File: src/rtl/jt1943_rom_arb_if.sv
// Bus bundle for the 4-client SDRAM ROM read arbiter: client requests/addresses,
// shared data return and the SDRAM controller handshake.
interface jt1943_rom_arb_if #(
  parameter int AW = 22,
  parameter int DW = 32
);
  logic              downloading;
  logic [3:0]        req;
  logic [4*AW-1:0]   addr;
  logic [DW-1:0]     dout;
  logic [3:0]        ok;
  logic              sdram_req;
  logic [AW-1:0]     sdram_addr;
  logic              sdram_ack;
  logic              data_rdy;
  logic [DW-1:0]     data_read;
  logic              busy;
  logic              tout_err;

  modport slave (
    input  downloading, req, addr, sdram_ack, data_rdy, data_read,
    output dout, ok, sdram_req, sdram_addr, busy, tout_err
  );

  modport master (
    output downloading, req, addr, sdram_ack, data_rdy, data_read,
    input  dout, ok, sdram_req, sdram_addr, busy, tout_err
  );
endinterface

File: src/rtl/jt1943_rom_arb.sv
// 4-client SDRAM ROM read arbiter with WAIT watchdog. Fixed priority by default;
// define JT1943_ROM_ARB_RR_EN for round-robin arbitration.
module jt1943_rom_arb #(
  parameter int AW   = 22,
  parameter int DW   = 32,
  parameter int TOUT = 255
) (
  input  logic               clk,
  input  logic               rst,
  jt1943_rom_arb_if.slave    bus
);

  typedef enum logic [1:0] {IDLE, REQ, WAIT} st_t;

  st_t             r_st, w_st_nxt;
  logic [1:0]      r_gnt, w_gnt_nxt;
  logic [AW-1:0]   r_addr, w_addr_nxt;
  logic [DW-1:0]   r_dout, w_dout_nxt;
  logic [3:0]      r_ok, w_ok_nxt;
  logic            r_sreq, w_sreq_nxt;
  logic            r_terr, w_terr_nxt;
  logic [7:0]      r_cnt, w_cnt_nxt;
  logic [7:0]      w_cnt_inc;
  logic [3:0]      w_cand;
  logic            w_any;
  logic [1:0]      w_win;

  // A client whose ok is pulsing this cycle is still holding req; skip it once.
  assign w_cand    = bus.req & ~r_ok;
  assign w_cnt_inc = r_cnt + 8'd1;

`ifdef JT1943_ROM_ARB_RR_EN
  logic [1:0] r_ptr;
  logic [1:0] w_idx;

  always_comb begin
    w_any = 1'b0;
    w_win = r_ptr;
    w_idx = r_ptr;
    for (int unsigned k = 1; k <= 4; k++) begin
      w_idx = r_ptr + 2'(k);
      if (!w_any && w_cand[w_idx]) begin
        w_any = 1'b1;
        w_win = w_idx;
      end
    end
  end

  always_ff @(posedge clk or posedge rst) begin
    if (rst)
      r_ptr <= 2'd3;
    else if (r_st == IDLE && !bus.downloading && w_any)
      r_ptr <= w_win;
  end
`else
  always_comb begin
    w_any = 1'b0;
    w_win = '0;
    for (int unsigned k = 0; k < 4; k++) begin
      if (!w_any && w_cand[k]) begin
        w_any = 1'b1;
        w_win = 2'(k);
      end
    end
  end
`endif

  always_comb begin
    w_st_nxt   = r_st;
    w_gnt_nxt  = r_gnt;
    w_addr_nxt = r_addr;
    w_dout_nxt = r_dout;
    w_ok_nxt   = '0;
    w_sreq_nxt = r_sreq;
    w_terr_nxt = r_terr;
    w_cnt_nxt  = r_cnt;
    case (r_st)
      IDLE: begin
        if (!bus.downloading && w_any) begin
          w_st_nxt   = REQ;
          w_sreq_nxt = 1'b1;
          w_gnt_nxt  = w_win;
          w_addr_nxt = bus.addr[32'(w_win)*AW +: AW];
        end
      end
      REQ: begin
        if (bus.downloading) begin
          w_st_nxt   = IDLE;
          w_sreq_nxt = 1'b0;
        end else if (bus.sdram_ack) begin
          w_sreq_nxt = 1'b0;
          if (bus.data_rdy) begin
            w_st_nxt   = IDLE;
            w_dout_nxt = bus.data_read;
            w_ok_nxt   = 4'b0001 << r_gnt;
          end else begin
            w_st_nxt  = WAIT;
            w_cnt_nxt = '0;
          end
        end
      end
      WAIT: begin
        if (bus.downloading) begin
          w_st_nxt = IDLE;
        end else if (bus.data_rdy) begin
          w_st_nxt   = IDLE;
          w_dout_nxt = bus.data_read;
          w_ok_nxt   = 4'b0001 << r_gnt;
        end else begin
          w_cnt_nxt = w_cnt_inc;
          if (w_cnt_inc == 8'(TOUT)) begin
            w_st_nxt   = IDLE;
            w_terr_nxt = 1'b1;
          end
        end
      end
      default: begin
        w_st_nxt   = IDLE;
        w_sreq_nxt = 1'b0;
      end
    endcase
  end

  always_ff @(posedge clk or posedge rst) begin
    if (rst) begin
      r_st   <= IDLE;
      r_gnt  <= '0;
      r_addr <= '0;
      r_dout <= '0;
      r_ok   <= '0;
      r_sreq <= 1'b0;
      r_terr <= 1'b0;
      r_cnt  <= '0;
    end else begin
      r_st   <= w_st_nxt;
      r_gnt  <= w_gnt_nxt;
      r_addr <= w_addr_nxt;
      r_dout <= w_dout_nxt;
      r_ok   <= w_ok_nxt;
      r_sreq <= w_sreq_nxt;
      r_terr <= w_terr_nxt;
      r_cnt  <= w_cnt_nxt;
    end
  end

  assign bus.dout       = r_dout;
  assign bus.ok         = r_ok;
  assign bus.sdram_req  = r_sreq;
  assign bus.sdram_addr = r_addr;
  assign bus.busy       = (r_st != IDLE);
  assign bus.tout_err   = r_terr;

endmodule

File: src/flat_wrapper.sv
// flat-port wrapper written by rule: the top's interface ports become plain ports
module jt1943_rom_arb_flat 
#(
  parameter int AW   = 22,
  parameter int DW   = 32,
  parameter int TOUT = 255
)
  (clk, rst, bus_downloading, bus_req, bus_addr, bus_sdram_ack, bus_data_rdy, bus_data_read, bus_dout, bus_ok, bus_sdram_req, bus_sdram_addr, bus_busy, bus_tout_err);
  jt1943_rom_arb_if #(.AW(AW), .DW(DW)) bus_i ();
  input  logic clk;
  input  logic rst;
  input wire logic [$bits(bus_i.downloading)-1:0] bus_downloading;
  input wire logic [$bits(bus_i.req)-1:0] bus_req;
  input wire logic [$bits(bus_i.addr)-1:0] bus_addr;
  input wire logic [$bits(bus_i.sdram_ack)-1:0] bus_sdram_ack;
  input wire logic [$bits(bus_i.data_rdy)-1:0] bus_data_rdy;
  input wire logic [$bits(bus_i.data_read)-1:0] bus_data_read;
  output wire logic [$bits(bus_i.dout)-1:0] bus_dout;
  output wire logic [$bits(bus_i.ok)-1:0] bus_ok;
  output wire logic [$bits(bus_i.sdram_req)-1:0] bus_sdram_req;
  output wire logic [$bits(bus_i.sdram_addr)-1:0] bus_sdram_addr;
  output wire logic [$bits(bus_i.busy)-1:0] bus_busy;
  output wire logic [$bits(bus_i.tout_err)-1:0] bus_tout_err;
  assign bus_i.downloading = bus_downloading;
  assign bus_i.req = bus_req;
  assign bus_i.addr = bus_addr;
  assign bus_i.sdram_ack = bus_sdram_ack;
  assign bus_i.data_rdy = bus_data_rdy;
  assign bus_i.data_read = bus_data_read;
  assign bus_dout = bus_i.dout;
  assign bus_ok = bus_i.ok;
  assign bus_sdram_req = bus_i.sdram_req;
  assign bus_sdram_addr = bus_i.sdram_addr;
  assign bus_busy = bus_i.busy;
  assign bus_tout_err = bus_i.tout_err;
  jt1943_rom_arb #(.AW(AW), .DW(DW), .TOUT(TOUT)) u_core (.clk(clk), .rst(rst), .bus(bus_i));
endmodule
File: config.mk
export PLATFORM = sky130hd
export DESIGN_NAME = jt1943_rom_arb_flat
export DESIGN_NICKNAME = d
export VERILOG_FILES = /design/src/rtl/jt1943_rom_arb_if.sv /design/src/rtl/jt1943_rom_arb.sv /design/src/flat_wrapper.sv
export SDC_FILE = /design/constraint.sdc
export NUM_CORES = 1
export LEC_CHECK = 0
export ABC_AREA = 1
export BUFFER_PORTS_ARGS = -buffer_cell sky130_fd_sc_hd__buf_4
export CELL_PAD_IN_SITES_DETAIL_PLACEMENT = 0
export CELL_PAD_IN_SITES_GLOBAL_PLACEMENT = 1
export CORE_MARGIN = 10
export CORE_UTILIZATION = 35
export CTS_CLUSTER_DIAMETER = 100
export DETAILED_ROUTE_END_ITERATION = 6
export MAX_ROUTING_LAYER = met4
export PLACE_DENSITY = 0.95
export SLEW_MARGIN = 20
export SYNTH_ARGS = -nofsm -noshare
export SYNTH_HDL_FRONTEND = slang
export SYNTH_SLANG_ARGS = --single-unit
File: constraint.sdc
create_clock -name clk -period 4.15 [get_ports clk]
set_input_delay 0.415 -clock clk [delete_from_list [all_inputs] [get_ports clk]]
set_output_delay 0.415 -clock clk [all_outputs]
set_load 0.05 [all_outputs]
==> reports/qor.csv, run 1 <==
metric,value,unit
synthSimpleGateAreaFrac,0.2932,
drive_above_1_share,0.3635,
nNetsFinal,826,
drcViolationCount,0,
maxCapViolations,0,
startpoint,u_core.bus.ok[0]$_DFF_PP0_,
rsz0062_at_grt,no,
synth_top_family_by_area,simple AND/OR/NAND/NOR gates,
p_per_area,716.8,nW/um^2
dieArea,16350,um^2
worstMarginPinSlew,882.9,ps
setup_viol,0,
cts-htree-levels,3,
start_util,0.3566,
holdWs,279.4,ps
yosys_warnings,0,
path_class,reg2reg,
die_x,127.9,um
port_buffers,189,
post_cts_buffers,0,
layout_commonest_cell,buf_4,
ir_drop,0.5752,mV
crit_path_end_kind,flip-flop,
finalWeightedCongestion,0.8288,
finalPower,4.198,mW
drtAntennaViolNets,0,
cp.arrival,2410,ps
r2r_slack,1910,ps
synth_cells,512,
grt_pass1_vias,4322,
cp.required,4320,ps
post-place-cells,824,
min-delay-path-class,in2async,
worst_clock_skew,8.092,ps
run_status,"finished, final reports clean",
n_antenna_cell,0,
yosysSeqAreaShare,0.4425,
r2r-start,u_core.bus.ok[0]$_DFF_PP0_,
insertion_delay,320,ps
cp-start-kind,flip-flop,
postCtsHoldBufs,0,
rows,39,
avgSynthCellArea,7.952,um^2
track_usage,0.1582,
coreArea,11420,um^2
fin_crit_sh,0.5393,
first_pass_iters,4,
netlist_area,4071,um^2
synthXorXnorAreaFrac,0.002151,
drt-total-wl,12.58,mm
grt_antenna_before_repair,0,
total_leakage_power,3.167,nW
layout_common_cells,"191 x buf_4, 165 x nand2_1, 72 x dfrtp_1, 65 x inv_1, 37 x nand3_1",
ys_ff_latch,72,
cts_resized,0,
syn_nets,646,
via_count,3959,
setup_tns,0,ps
grt_pass1_wl,20.70,mm
finalHoldViolations,0,
grt_max_degree,67,
cts_buffers,9,
yosys-mux-area-fraction,0.09219,
clkTransAtPathRegs,60,ps
syn_to_final_growth,43.85,%
reg2regPathDepth,8,
fin_cells,839,
finalCriticalPeriod,2238,ps
max_slew_margin,0.4105,
synthArstFlopShare,1.000,
routedWlPerCell,14.99,um
slew_violations,0,
r2r-end,u_core.r_gnt[0]$_DFFE_PP0P_,
clock.fmax,0.4468,GHz
final_util,0.5129,
synthAdderAreaFrac,0.01537,
synth_edf_count,0,
cts_buffer_depth,2,
crit_end,u_core.r_gnt[0]$_DFFE_PP0P_,
vias_per_cell,4.719,
fp.dieH,127.9,um
dp_hpwl,9.680,mm
clockRootBuffer,clkbuf_16,
synth.distinct_cells,30,
ioPinCount,190,
yosys_most_used_dff,dfrtp_1,
cts_sinks,72,
grt_remaining_overflow,0,
cts_tree,yes,
synth-compound-area-share,0.05685,
drt_iter0_drc,206,
worstPathMaxFanout,26,
[where the power goes]
group          total, mW  switching, mW  internal (mW)
Clock              0.802          0.282          0.520
Sequential          1.18          0.174           1.00
Combinational       2.22           1.50          0.721
Total               4.20           1.96           2.24
[through the flow]
step | cell area, um^2 | setup WS, ps
3_3_place_gp | 5542 | 1642
6_report | 5857 | 1912
3_5_place_dp | 5542 | 1568
4_1_cts | 5852 | 1699
5_1_grt | 5857 | 1637
2_1_floorplan | 4071 | 1910
[cells by family after synthesis]
group	Yosys count
fa+ha+maj	5
simple gates	271
mux	32
xor+xnor	1
buf+inv	90
flops	72
compound gates	41
[layout make-up]
type,instances,area [um^2]
fillers,1081,5562
multi-input cells,350,1877
flip-flops and latches,72,1802
repair buffers,191,1434
inverters,68,255.2
clock buffers,9,225.2
well taps,143,178.9
clock inverters,6,85.08
[worst max-delay path, stage by stage, from the launching register on]
cell and delay (ps):
dfrtp_1 380, inv_1 100, nand2_4 200, nand2_2 180
o21ai_2 110, nor2_4 520, inv_2 380, nand2_1 130
o21ai_0 80
[layer usage]
| metal | up-vias | global-route usage | wire length (um) |
|---|---|---|---|
| li1 | 1966 | - | - |
| met1 | 1838 | 0.1747 | 5184 |
| met4 | 0 | 0.05629 | 204 |
| met2 | 138 | 0.2691 | 6325 |
| met5 | - | - | 0 |
| met3 | 17 | 0.04218 | 860 |
[cells in the mapped netlist (4+ instances only)]
cell type / instances / area (um^2)
nand2_1: 165 / 619.3
dfrtp_1: 72 / 1802
inv_1: 66 / 247.7
nand3_1: 37 / 185.2
nor2_1: 36 / 135.1
mux2_2: 26 / 292.8
nand3b_1: 21 / 157.7
o21ai_1: 19 / 95.09
buf_2: 12 / 60.06
o21ai_0: 12 / 60.06
ha_1: 5 / 62.56
nand2_2: 5 / 31.28
buf_4: 4 / 30.03
buf_6: 4 / 45.04
mux2_4: 4 / 60.06
o22ai_1: 4 / 25.02
[how the worst min path moves through the flow]
stage                                                  to                                  start  cells after the start  slack [ps]
CTS                       u_core.bus.dout[14]$_DFFE_PP0P_                      bus_data_read[14]                      2         300
global placement          u_core.bus.tout_err$_DFFE_PP0P_        u_core.bus.tout_err$_DFFE_PP0P_                      1         470
detailed placement  u_core.bus.sdram_addr[20]$_DFFE_PP0P_  u_core.bus.sdram_addr[20]$_DFFE_PP0P_                      2         470
global route              u_core.bus.dout[13]$_DFFE_PP0P_                      bus_data_read[13]                      2         310
finish              u_core.bus.sdram_addr[18]$_DFFE_PP0P_                                    rst                      2         280
floorplan                      u_core.r_st[1]$_DFFE_PP0P_             u_core.r_st[1]$_DFFE_PP0P_                      2         470
[state kept, by name, indices dropped and copies added (netlist names)]
name,cells
u_core.bus.dout,32
u_core.bus.sdram_addr,22
u_core.r_cnt,8
u_core.bus.ok,4
u_core.r_gnt,2
u_core.r_st,2
u_core.bus.sdram_req,1
u_core.bus.tout_err,1
No activity file was read; power rests on OpenSTA's default activity.
==> run 2: changes to the inputs <==
Settings changed: CORE_UTILIZATION 35 to 30, PLACE_DENSITY 0.95 to 0.88.
Clock period 4.15 ns to 2.05 ns, I/O delays scaled along.
==> run 2 against run 1 <==
- non-clock buffer count grew 6
- sequential share of layout area shrank 0.61 points
- first-iteration DRC count grew 8.3%
- count of clock-buffer cells in the layout grew 1
- cell count grew 4.8%
- clock skew shrank 2.0 ps
- fmax grew 32%
- critical path type unchanged
- highest routed layer unchanged
==> reports/qor.csv, run 2 (synthesis results as in run 1) <==
metric,value,unit
finalCriticalPeriod,1702,ps
final_area,5974,um^2
via_count,3941,
r2r_slack,350,ps
cts_buffer_depth,2,
fp.dieH,136.5,um
post-place-cells,862,
first_pass_iters,4,
nNetsFinal,832,
drcViolationCount,0,
maxCapViolations,0,
setup_tns,0,ps
clock.fmax,0.5876,GHz
drive_above_1_share,0.3684,
die_x,136.5,um
cts-htree-levels,3,
syn_to_final_growth,46.74,%
placed_area,5658,um^2
grt_pass1_wl,20.53,mm
worst_clock_skew,6.076,ps
crit_path_end_kind,flip-flop,
rows,42,
n_antenna_cell,0,
cts_resized,0,
start_util,0.3074,
slew_violations,0,
post_cts_buffers,0,
clkTransAtPathRegs,60,ps
cts_buffers,9,
max_slew_margin,0.7144,
dieArea,18630,um^2
setup_viol,0,
largest_register_ff_count,32,
cp.arrival,1910,ps
cp.required,2250,ps
coreArea,13240,um^2
r2r-start,u_core.r_st[0]$_DFFE_PP0P_,
layout_commonest_cell,buf_4,
crit_end,u_core.bus.dout[15]$_DFFE_PP0P_,
place_ws,358.0,ps
reg2regPathDepth,7,
fin_cells,879,
cts_tree,yes,
finalWeightedCongestion,0.8590,
drt_iter0_drc,223,
grt_max_degree,73,
worstMarginPinSlew,427.8,ps
min-delay-path-class,in2reg,
port_buffers,189,
startpoint,u_core.r_st[0]$_DFFE_PP0P_,
track_usage,0.1409,
grt_pass1_vias,4159,
ioPinCount,190,
finalWorstSetupSlack,348.1,ps
r2r-end,u_core.bus.dout[15]$_DFFE_PP0P_,
fin_crit_sh,0.8302,
p_per_area,1426,nW/um^2
final_util,0.4512,
insertion_delay,330,ps
ir_drop,0.5352,mV
drtAntennaViolNets,0,
vias_per_cell,4.484,
grt_antenna_before_repair,0,
finalHoldViolations,0,
grt_remaining_overflow,0,
rsz0062_at_grt,no,
routedWlPerCell,15.00,um
total_leakage_power,3.204,nW
clockRootBuffer,clkbuf_16,
worstPathMaxFanout,32,
layout_common_cells,"193 x buf_4, 165 x nand2_1, 72 x dfrtp_1, 65 x inv_1, 37 x nand3_1",
cp-start-kind,flip-flop,
run_status,"finished, final reports clean",
cts_sinks,72,
drt-total-wl,13.19,mm
path_class,reg2reg,
dp_hpwl,10.45,mm
[run 2: cell count changes in the layout (fill, tap and decap cells not counted)]
cell | before | now
nand2_2 | 4 | 5
nand2_4 | 3 | 2
buf_12 | 0 | 3
inv_6 | 0 | 1
buf_4 | 191 | 193
clkinv_4 | 0 | 1
clkbuf_8 | 0 | 1
bufinv_16 | 2 | 1
dlygate4sd3_1 | 0 | 1
clkinv_2 | 2 | 1
[run 2: metal layers]
metal	up-vias	part of all wire	track usage
li1	1984	-	-
met1	1786	0.43	0.1613
met2	157	0.47	0.2308
met3	14	0.084	0.04142
met4	0	0.016	0.04911
met5	-	0	-
[run 2: critical path: stages, from the launching register on]
cell     delay (ps)
dfrtp_1         370
inv_1            70
ha_1            190
inv_1           130
nand2_1         100
nand3_2         110
buf_12          200
mux2_2          370
[run 2: repair_timing]
action                     in CTS  in global routing
hold buffers                    1                  0
setup endpoints to repair       0                  0
hold endpoints to repair       72                  0
[run 2: how the worst min path moves through the flow]
stage                            startpoint                                     to  slack (ps)  cells past startpoint
after detailed placement                rst  u_core.bus.sdram_addr[21]$_DFFE_PP0P_         340                      3
after global routing       bus_data_read[4]         u_core.bus.dout[4]$_DFFE_PP0P_          90                      2
after floorplan           bus_data_read[13]        u_core.bus.dout[13]$_DFFE_PP0P_         340                      1
after CTS                 bus_data_read[10]        u_core.bus.dout[10]$_DFFE_PP0P_          90                      2
final                     bus_data_read[10]        u_core.bus.dout[10]$_DFFE_PP0P_         110                      2
after global placement                  rst  u_core.bus.sdram_addr[21]$_DFFE_PP0P_         330                      3
[run 2: where the power goes]
part,internal [mW],switching [mW]
clock network,0.979,0.613
logic,1.49,3.06
registers,2.03,0.353
[run 2: cell type report]
type / instances / area (um^2)
clock inverters: 6 / 67.56
fillers: 1332 / 7268
inverters: 68 / 255.2
clock buffers: 10 / 239.0
repair buffers: 197 / 1519
well taps: 176 / 220.2
multi-input cells: 350 / 1872
flip-flops and latches: 72 / 1802
[run 2: stage by stage]
stage | hold slack (ps) | power [mW]
after floorplan | 336.7 | 5.486
after global placement | 325.5 | 6.933
after detailed placement | 335.4 | 7.014
after CTS | 91.77 | 8.643
after global routing | 90.48 | 8.999
final | 105.0 | 8.520
==> run 3: changes to the inputs <==
Settings changed: ABC_AREA 1 to 0, CORE_UTILIZATION 30 to 34, PLACE_DENSITY 0.88 to 0.91.
Clock period 2.05 ns to 1.75 ns, I/O delays scaled along.
==> run 3 against run 2 <==
- the flow now finishes with violations (negative setup slack)
- fmax is 11% lower
- power is 29% higher
- sequential share of layout area fell by 3.9 points
- first-iteration DRC count down 46%
- final area increased by 15%
- die area decreased by 15%
- area after synthesis down 6.7%
==> reports/qor.csv, run 3 <==
metric,value,unit
start_util,0.3488,
setup_viol,60,
max_slew_margin,0.6632,
syn_to_final_growth,81.61,%
track_usage,0.1546,
fp.dieH,125.7,um
yosys_most_used_dff,dfrtp_1,
place_ws,-138.8,ps
netlist_area,3797,um^2
yosysTopAreaCell,dfrtp_1,
finalPower,10.99,mW
slew_violations,0,
synth_edf_count,0,
violations,negative setup slack,
drt_iter0_drc,120,
routedWlPerCell,19.97,um
vias_per_cell,5.071,
cts_buffer_depth,2,
maxCapViolations,0,
cp-start-kind,flip-flop,
avgSynthCellArea,10.55,um^2
cts-htree-levels,3,
via_count,3763,
min-delay-path-class,in2reg,
synth.distinct_cells,45,
first_pass_iters,4,
synth_cells,360,
yosys-top-cells-area,"dfrtp_1 47%, mux2_2 9.8%, a211oi_1 8.7%",
dp_hpwl,9.787,mm
finalHoldViolations,0,
dieArea,15800,um^2
grt_remaining_overflow,0,
ys_ff_latch,72,
cts_tree,yes,
rows,38,
yosysTopAreaCellShare,0.4745,
setup_tns,-5679,ps
yosys-top-cells-count,"72 x dfrtp_1, 45 x and2_1, 44 x a211oi_1",
path_class,reg2reg,
finalWorstSetupSlack,-153.4,ps
placed_area,5668,um^2
clock.fmax,0.5254,GHz
ir_drop,1.190,mV
layout_commonest_cell,buf_4,
finalCriticalPeriod,1903,ps
regArea,1808,um^2
die_x,125.7,um
n_antenna_cell,0,
cts_sinks,72,
grt_antenna_before_repair,0,
rsz0062_at_grt,yes,
nNetsFinal,731,
synth_most_common_cell,dfrtp_1,
grt_pass1_vias,3826,
final_area,6897,um^2
crit_path_end_kind,flip-flop,
worst_clock_skew,13.23,ps
synthArstFlopShare,1.000,
cts_buffers,9,
largest_register_ff_count,32,
grt_pass1_wl,19.30,mm
cp.required,1980,ps
yosys_warnings,0,
clkTransAtPathRegs,80,ps
coreArea,10890,um^2
cp.arrival,2140,ps
p_per_area,1593,nW/um^2
nFillCells,829,
layout_common_cells,"217 x buf_4, 67 x dfrtp_1, 46 x and2_1, 33 x mux2_4",
drive_above_1_share,0.6412,
worstMarginPinSlew,504.1,ps
drtAntennaViolNets,0,
ioPinCount,190,
total_leakage_power,3.149,nW
syn_nets,494,
worstPathMaxFanout,6,
run_status,"complete, but fails checks",
insertion_delay,350,ps
fin_crit_sh,1.088,
final_util,0.6334,
multi_input_area,2541,um^2
drt-total-wl,14.82,mm
yosysSeqAreaShare,0.4745,
drcViolationCount,0,
clockRootBuffer,clkbuf_8,
finalWeightedCongestion,0.8033,
grt_max_degree,49,
port_buffers,189,
## run 3: worst max-delay path: stages (launching register included)
cell and delay (ps):
dfrtp_1 430, ha_4 190, mux2i_4 190, buf_6 120, nor3b_4 220, buf_6 170, clkbuf_16 160, mux2_4 290
## run 3: layout make-up
cell class | instances | share of cell area
multi-input combinational | 260 | 0.3685
timing repair buffer | 248 | 0.3110
sequential | 72 | 0.2622
tap | 140 | 0.02540
clock buffer | 10 | 0.01851
clock inverter | 6 | 0.01016
inverter | 6 | 0.004354
## run 3: metrics by stage
step           hold slack (ps)  instances
6_report                 48.01        742
2_1_floorplan            326.6        360
5_1_grt                  41.86        742
3_5_place_dp             318.8        700
4_1_cts                  30.82        720
3_3_place_gp             299.4        700
## run 3: kinds of logic (layout without fill, tap and decap cells)
kind of cell             count (synthesis)  after routing  synth area share
buffers and inverters                   29            270           0.03262
AO/OA/AOI/OAI                           98             99            0.1944
flip-flops                              72             72            0.4745
AND/OR/NAND/NOR                        120            120            0.1753
XOR/XNOR                                 1              1          0.002307
adder cells (fa/ha/maj)                  5              5           0.01647
multiplexers                            35             35            0.1044
## run 3: final timing paths
path	slack [ps]	cells after the start	from	endpoint
worst min register to register	480	2	u_core.bus.tout_err$_DFFE_PP0P_	u_core.bus.tout_err$_DFFE_PP0P_
max in group asynchronous	830	4	rst	u_core.r_cnt[0]$_DFFE_PP0P_
worst max-delay path	-150	7	u_core.r_st[0]$_DFFE_PP0P_	u_core.bus.dout[5]$_DFFE_PP0P_
min in group asynchronous	500	4	rst	u_core.bus.dout[27]$_DFFE_PP0P_
worst min-delay path	50	2	bus_data_read[3]	u_core.bus.dout[3]$_DFFE_PP0P_
worst max register to register	-150	7	u_core.r_st[0]$_DFFE_PP0P_	u_core.bus.dout[5]$_DFFE_PP0P_
## run 3: routing by layer
layer,share of wire,global-route usage,up-vias
li1,-,-,1783
met1,0.39,0.1632,1808
met2,0.53,0.2747,135
met3,0.051,0.03314,37
met4,0.034,0.06233,0
met5,0,-,-
## run 3: power breakdown
part / switching (mW) / internal [mW] / total [mW]
combinational: 4.02 / 2.79 / 6.81
clock: 0.664 / 0.666 / 1.33
sequential: 0.500 / 2.35 / 2.85
## run 3: repair_timing
action / in CTS / in global routing
hold buffers: 1 / 0
setup buffers: 2 / 12
endpoints found under the hold margin: 72 / 0
gates cloned: 1 / 11
endpoints found under the setup margin: 47 / 64
gates resized for setup: 5 / 147
pin swaps: 5 / 25
